## config.mk

```make
export PLATFORM = sky130hd
export DESIGN_NAME = regfile_param
export DESIGN_NICKNAME = d
export VERILOG_FILES = /design/src/rtl/regfile_pkg.sv /design/src/rtl/regfile_read_port.sv /design/src/rtl/regfile_param.sv
export SDC_FILE = /design/constraint.sdc
export NUM_CORES = 2
export LEC_CHECK = 0
export BUFFER_PORTS_ARGS = -buffer_cell sky130_fd_sc_hd__buf_2
export CAP_MARGIN = 30
export CORE_AREA = 2 2 254 444
export DETAILED_ROUTE_END_ITERATION = 12
export DIE_AREA = 0 0 256 446
export GPL_TIMING_DRIVEN = 0
export HOLD_SLACK_MARGIN = 0.02
export PLACE_DENSITY = 0.77
export SLEW_MARGIN = 10
export SYNTH_ARGS = -nofsm -noshare
export SYNTH_HDL_FRONTEND = slang
export SYNTH_SLANG_ARGS = --single-unit
```

## constraint.sdc

```tcl
create_clock -name clock -period 70.1 [get_ports clock]
set_input_delay 14.02 -clock clock [delete_from_list [all_inputs] [get_ports clock]]
set_output_delay 14.02 -clock clock [all_outputs]
set_load 0.005 [all_outputs]
```

## src/rtl/regfile_pkg.sv

```systemverilog
// Shared defaults for the parametrised register file.
package regfile_pkg;

    localparam int REGFILE_DATA_WIDTH = 32;
    localparam int REGFILE_ADDR_WIDTH = 5;
    localparam int REGFILE_NUM_READ   = 2;
    localparam int REG_ZERO           = 0;

endpackage

```

## src/rtl/regfile_read_port.sv

```systemverilog
// One combinational read port: index mux, write-first bypass and busy gating.
module regfile_read_port
    import regfile_pkg::*;
#(
    parameter int DATA_WIDTH = REGFILE_DATA_WIDTH,
    parameter int ADDR_WIDTH = REGFILE_ADDR_WIDTH
) (
    input  logic [ADDR_WIDTH-1:0]      rd_idx,
    input  logic [DATA_WIDTH-1:0]      regs [2**ADDR_WIDTH],
    input  logic [2**ADDR_WIDTH-1:0]   busy_vec,
    input  logic                       wr_en,
    input  logic [ADDR_WIDTH-1:0]      wr_idx,
    input  logic [DATA_WIDTH-1:0]      wr_data,
    output logic [DATA_WIDTH-1:0]      rd_data,
    output logic                       rd_busy
);

    logic hit;
    logic is_zero;

    assign hit     = wr_en && (wr_idx == rd_idx);
    assign is_zero = (rd_idx == ADDR_WIDTH'(REG_ZERO));

    // Register 0 overrides the bypass so a discarded write never leaks through.
    always_comb begin
        rd_data = regs[rd_idx];
        rd_busy = busy_vec[rd_idx] & ~hit;
        if (hit) begin
            rd_data = wr_data;
        end
        if (is_zero) begin
            rd_data = '0;
            rd_busy = 1'b0;
        end
    end

endmodule

```

## src/rtl/regfile_param.sv

```systemverilog
// Parametrised register file with bypass, busy scoreboard and registered debug tap.
module regfile_param
    import regfile_pkg::*;
#(
    parameter int DATA_WIDTH = REGFILE_DATA_WIDTH,
    parameter int ADDR_WIDTH = REGFILE_ADDR_WIDTH,
    parameter int NUM_READ   = REGFILE_NUM_READ
) (
    input  logic                           clock,
    input  logic                           ctrl_reset,
    input  logic                           ctrl_writeEnable,
    input  logic [ADDR_WIDTH-1:0]          ctrl_writeReg,
    input  logic [DATA_WIDTH-1:0]          data_writeReg,
    input  logic [NUM_READ*ADDR_WIDTH-1:0] ctrl_readReg,
    output logic [NUM_READ*DATA_WIDTH-1:0] data_readReg,
    output logic [NUM_READ-1:0]            busy_readReg,
    input  logic                           ctrl_busySet,
    input  logic [ADDR_WIDTH-1:0]          ctrl_busyReg,
    input  logic [ADDR_WIDTH-1:0]          ctrl_dbgReg,
    output logic [DATA_WIDTH-1:0]          data_dbgReg
);

    localparam int DEPTH = 2**ADDR_WIDTH;

    logic [DATA_WIDTH-1:0] regs [DEPTH];
    logic [DEPTH-1:0]      busy;
    logic [DATA_WIDTH-1:0] dbg_q;
    logic [DATA_WIDTH-1:0] dbg_next;
    logic                  wr_ok;

    assign wr_ok = ctrl_writeEnable && (ctrl_writeReg != ADDR_WIDTH'(REG_ZERO));

    always_ff @(posedge clock or posedge ctrl_reset) begin
        if (ctrl_reset) begin
            for (int i = 0; i < DEPTH; i++) begin
                regs[i] <= '0;
            end
        end else if (wr_ok) begin
            regs[ctrl_writeReg] <= data_writeReg;
        end
    end

    // A set beats a same-edge write: the newer long-latency op is still in flight.
    always_ff @(posedge clock or posedge ctrl_reset) begin
        if (ctrl_reset) begin
            busy <= '0;
        end else begin
            for (int r = REG_ZERO + 1; r < DEPTH; r++) begin
                if (ctrl_busySet && (ctrl_busyReg == ADDR_WIDTH'(r))) begin
                    busy[r] <= 1'b1;
                end else if (ctrl_writeEnable && (ctrl_writeReg == ADDR_WIDTH'(r))) begin
                    busy[r] <= 1'b0;
                end
            end
        end
    end

    // Sample the post-edge content, so a same-cycle write is folded in.
    always_comb begin
        dbg_next = regs[ctrl_dbgReg];
        if (wr_ok && (ctrl_writeReg == ctrl_dbgReg)) begin
            dbg_next = data_writeReg;
        end
        if (ctrl_dbgReg == ADDR_WIDTH'(REG_ZERO)) begin
            dbg_next = '0;
        end
    end

    always_ff @(posedge clock or posedge ctrl_reset) begin
        if (ctrl_reset) begin
            dbg_q <= '0;
        end else begin
            dbg_q <= dbg_next;
        end
    end

    assign data_dbgReg = dbg_q;

    for (genvar p = 0; p < NUM_READ; p++) begin : g_read
        regfile_read_port #(
            .DATA_WIDTH (DATA_WIDTH),
            .ADDR_WIDTH (ADDR_WIDTH)
        ) u_port (
            .rd_idx   (ctrl_readReg[p*ADDR_WIDTH +: ADDR_WIDTH]),
            .regs     (regs),
            .busy_vec (busy),
            .wr_en    (ctrl_writeEnable),
            .wr_idx   (ctrl_writeReg),
            .wr_data  (data_writeReg),
            .rd_data  (data_readReg[p*DATA_WIDTH +: DATA_WIDTH]),
            .rd_busy  (busy_readReg[p])
        );
    end

endmodule

```

==> metrics.md, run 1 <==
| Metric | Value |
|---|---|
| CTS Hold Bufs | `0` |
| Sequential area share after synthesis | `0.412` |
| Vias in the first global route | `59400` |
| Async SR Flop Fraction | `1.00` |
| TritonCTS Buffers | `105` |
| Area contributors post-synth | `dfrtp_1 (41%), mux4_2 (23%), mux2_2 (18%)` |
| Horiz. Die Dim | `256 µm` |
| EDFF count, synth | `0` |
| Global-route wire length before repair | `552000 µm` |
| Status | `stopped before the end` |
| Row cnt | `162` |
| Top post-synthesis cells by count | `dfrtp_1 (1087), mux2_2 (1083), mux4_2 (685)` |
| Io pins | `159` |
| Failed at | `global routing` |
| Synth Flop Type | `dfrtp_1` |
| First error message | `[ERROR GRT-0116] Global routing finished with congestion. Check the congestion regions in the DRC Viewer.` |
| Clk buf depth | `3` |
| Mapped Cells | `4641` |
| Largest net degree at the start of global routing | `120` |
| Yosys warns | `1` |
| Yosys reg bits | `1087` |
| Avg Inst Size Synth | `14.2 µm²` |
| Clock H-tree levels | `3` |
| GPL Wtd Cong | `1.17` |
| Die Y | `446 µm` |
| Cell with the most instances after synthesis | `dfrtp_1` |
| Post-CTS Resized | `0` |
| Yosys cell types | `65` |
| DP Cell Count | `6369` |
| Total grt overflow | `52` |
| CTS sink count | `1087` |
| Root Buffer | `clkbuf_16` |
| Yosys top cell by area | `dfrtp_1` |
| Post-Syn Nets | `4702` |
| GRT Total Usage | `0.728` |
| Detailed Place HPWL | `272000 µm` |
| Port bufs | `142` |
| Worst slack at placement | `38660 ps` |
| Postcts setup bufs | `0` |
| Starting density of the core | `0.596` |
| Cell Area, Synth | `0.0661 mm²` |
| Post-synth top area share | `0.412` |
## through the flow
stage	hold WS [ps]	util	area [µm²]
CTS	507	0.668	74100
detailed placement	487	0.635	70400
global placement	474	0.619	68600
floorplan	458	-	66100
## kinds of logic after synthesis
group,after synthesis,synth area share
mux,1998,0.453
flops,1087,0.412
buf+inv,568,0.0424
compound gates,529,0.0589
simple gates,444,0.0319
xor+xnor,15,0.00199
## routing by layer
layer,GRT overflow,track usage
met2,31,0.905
met1,0,0.721
met5,0,0.320
met3,0,0.555
met4,21,0.739
==> inputs of run 2 (changes only) <==
--- a/config.mk
+++ b/config.mk
@@ -7,12 +7,11 @@
 export LEC_CHECK = 0
 export BUFFER_PORTS_ARGS = -buffer_cell sky130_fd_sc_hd__buf_2
 export CAP_MARGIN = 30
-export CORE_AREA = 2 2 254 444
+export CORE_AREA = 2 2 410 412
 export DETAILED_ROUTE_END_ITERATION = 12
-export DIE_AREA = 0 0 256 446
+export DIE_AREA = 0 0 412 414
 export GPL_TIMING_DRIVEN = 0
-export HOLD_SLACK_MARGIN = 0.02
-export PLACE_DENSITY = 0.77
+export PLACE_DENSITY_LB_ADDON = 0.15
 export SLEW_MARGIN = 10
 export SYNTH_ARGS = -nofsm -noshare
 export SYNTH_HDL_FRONTEND = slang
==> run 2 against run 1 <==
  * The run now ends clean
  * Area after synthesis unchanged
  * Synthesized cell count unchanged
==> metrics.md, run 2 <==
| Metric | Value |
|---|---|
| Port bufs | `142 (unchanged)` |
| TritonCTS Buffers | `136 (+30%)` |
| Post-CTS Resized | `0 (unchanged)` |
| CTS clk-pin slew, worst paths | `60 ps` |
| Status | `completed` |
| Post-synth top area share | `0.412 (unchanged)` |
| Wire per inst | `53.8 µm` |
| Psw | `0.725 mW` |
| Max Cap Viol | `0` |
| 1st-pass router iterations | `9` |
| Fill cells | `15200` |
| Total grt overflow | `0` |
| Root Buffer | `clkbuf_16` |
| Top reg by flops | `regs` |
| Hold depth | `1` |
| Cells along the critical path | `buf_2 > buf_2 > buf_2 > nand2_1 > clkbuf_2 > o22ai_1 > nor3_1 > a21oi_1 > o21ai_0 > buf_2` |
| Row cnt | `150 (-7.4%)` |
| Min-delay worst type | `reg2reg` |
| Sequential power share | `0.397` |
| Synth Flop Type | `dfrtp_1` |
| Yosys top cell by area | `dfrtp_1` |
| Initial antenna violation count | `55` |
| Cell Area, Synth | `0.0661 mm² (unchanged)` |
| Largest family of logic cells by synthesized area | `multiplexers` |
| Detailed Place HPWL | `271000 µm (-0.32%)` |
| Global-route wire length before repair | `514000 µm` |
| CP max stage delay | `760 ps` |
| Io pins | `159 (unchanged)` |
| Comb pwr share | `0.261` |
| Worst Path Required | `56080 ps` |
| Setup Viol. Count Final | `0` |
| Post-Syn Nets | `4702 (unchanged)` |
| Pint | `1.46 mW` |
| Post-Synth Adder-Cell Area | `0 (unchanged)` |
| Die Y | `414 µm (-7.2%)` |
| Worst Setup SP | `ctrl_readReg[6]` |
| Non-filler cells, final | `7412` |
| Max frequency | `31.1 MHz` |
| Global routing usage on met1 | `0.527` |
| CTS sink count | `1087 (unchanged)` |
| Clk buf depth | `3 (unchanged)` |
| Multi-input gate area | `0.0361 mm²` |
| Sequential area share after synthesis | `0.412 (unchanged)` |
| CTS Hold Bufs | `0 (unchanged)` |
| Top post-synthesis cells by count | `dfrtp_1 (1087), mux2_2 (1083), mux4_2 (685)` |
| Slew @ Worst Pin | `1190 ps` |
| Syn-to-layout area delta | `15.3%` |
| CP Capture Point | `data_readReg[58]` |
| Yosys reg bits | `1087 (unchanged)` |
| Avg Inst Size Synth | `14.2 µm² (unchanged)` |
| Via density | `7.74` |
| WP depth | `10` |
| Simple logic cell fraction of the synthesized area | `0.0319 (unchanged)` |
| Xor-xnor portion of the synthesized cell area | `0.00199 (unchanged)` |
| Slowest stage cell, crit path | `buf_2` |
| DRT iter0 DRCs | `9748` |
| Mux cell area share after synthesis | `0.453 (unchanged)` |
| CP Capture Type | `output pin` |
| Max FFs per register | `1024` |
| Core Region | `0.166 mm²` |
| Horiz. Die Dim | `412 µm (+61%)` |
| Postcts setup bufs | `0 (unchanged)` |
| Nets | `5095` |
| Cell family with most CP delay | `buffers and inverters` |
| Switch share | `0.332` |
| Die area | `0.171 mm²` |
| R2R cell count | `5` |
| Routed vias | `57300` |
| Yosys warns | `1 (unchanged)` |
| Power density over the cells | `28.7 mW/mm²` |
| Arr. time, crit path | `18110 ps` |
| Clock power frac | `0.341` |
| M2 GR Usage | `0.605` |
| Yosys cell types | `65 (unchanged)` |
| Vias in the first global route | `52900` |
| Mapped Cells | `4641 (unchanged)` |
| Starting density of the core | `0.397 (-0.199)` |
| Worst Path Max Fanout | `10` |
| Most frequent CP cell | `buf_2` |
| GRT Total Usage | `0.461` |
| Reg2reg start | `regs[260]` |
| Worst Setup Start Kind | `input port` |
| GR peak layer | `met2` |
| Total wire length | `399000 µm` |
| Setup TNS | `0 ps` |
| CTS tree | `yes` |
| DP Cell Count | `7092 (+11%)` |
| GPL Wtd Cong | `1.07 (-8.6%)` |
| Fin Hold WS | `504 ps` |
| Max VDD drop | `0.0000277 V` |
| Power, Total | `2.19 mW` |
| Skew-Pair Late Insertion Delay | `860 ps` |
| Cell with the most instances after synthesis | `dfrtp_1` |
| Area contributors post-synth | `dfrtp_1 (41%), mux4_2 (23%), mux2_2 (18%)` |
| Cell leakage power | `32.4 nW` |
| Final Critical Period | `32130 ps` |
| Largest net degree at the start of global routing | `111` |
| Drc violations | `0` |
| Skew final | `40.9 ps` |
| CP bufs+invs | `5` |
| Antenna Nets Post-Route | `0` |
| Final-report hold violation count | `0` |
| Worst rel slew slack | `0.205` |
| Reg area | `0.0272 mm²` |
| RSZ-0062 raised after global routing | `no` |
| Met3 capacity usage during global routing | `0.274` |
| Layout cells sized above 1 | `0.507` |
| Final Max Tran Viols | `0` |
| Most frequent cells in the layout | `dfrtp_1 (1087), mux2_2 (1083), mux4_2 (685)` |
| Crit path kind | `in2out` |
| Worst R2R End | `data_dbgReg[4]` |
| Synth Area in Compound Gates | `0.0589 (unchanged)` |
| Async SR Flop Fraction | `1.00 (unchanged)` |
| EDFF count, synth | `0 (unchanged)` |
| Tcrit/Tclk final | `0.458` |
| Clock H-tree levels | `4 (+1)` |
| R2R setup slack | `67460 ps` |
| Commonest non-fill, non-tap cell in the layout | `dfrtp_1` |
run 2: cell counts after synthesis:
Identical to the previous run, type by type.
run 2: metrics by stage:
stage                     cell area, µm²  worst slack [ps]   util
after floorplan                    66100             25480      -
after global placement             69500             11250  0.418
after detailed placement           71300             38500  0.429
final                              76100             37970  0.458
after CTS                          75900             38500  0.456
after global routing               76000             38360  0.457
run 2: worst register-to-register path, stage by stage (launching register included):
cell and delay (ps):
dfrtp_1 420, mux4_2 480, mux2i_1 700, a2111oi_1 220
a311oi_1 350, a211oi_1 240
run 2: cells by family after synthesis:
logic type                Yosys count
AOI/OAI and AO/OA                 529
xor gates and xnor gates           15
buffers and inverters             568
DFF                              1087
muxes                            1998
and+or+nand+nor                   444
run 2: layer usage:
layer | wire, µm | part of all wire
met1 | 135000 | 0.34
met2 | 158000 | 0.39
met5 | 935 | 0.0023
met4 | 41600 | 0.10
met3 | 64100 | 0.16
run 2: cell type report:
type / instances / area share
multi-input combinational: 2986 / 0.474
sequential: 1087 / 0.357
clock buffer: 196 / 0.0520
buffer: 545 / 0.0373
tap: 2204 / 0.0362
timing repair buffer: 255 / 0.0318
clock inverter: 52 / 0.00797
antenna: 64 / 0.00210
inverter: 23 / 0.00123
run 2: how the worst min path moves through the flow:
stage                     slack [ps]         end        from
after floorplan                  460  regs[1000]  regs[1000]
after global placement           480  regs[1023]  regs[1023]
after detailed placement         490  regs[1020]  regs[1020]
after CTS                        510  regs[1005]  regs[1005]
after global routing             520  regs[1005]  regs[1005]
final                            500  regs[1009]  regs[1009]
run 2: power by group through the flow:
stage | clock, mW | combinational (mW) | sequential (mW)
2_1_floorplan | 0 | 0.370 | 0.831
3_3_place_gp | 0 | 0.531 | 0.868
3_5_place_dp | 0 | 0.545 | 0.871
4_1_cts | 0.742 | 0.547 | 0.861
5_1_grt | 0.767 | 0.578 | 0.881
6_report | 0.746 | 0.572 | 0.869
Note: power is estimated with default switching activity, not from simulation.
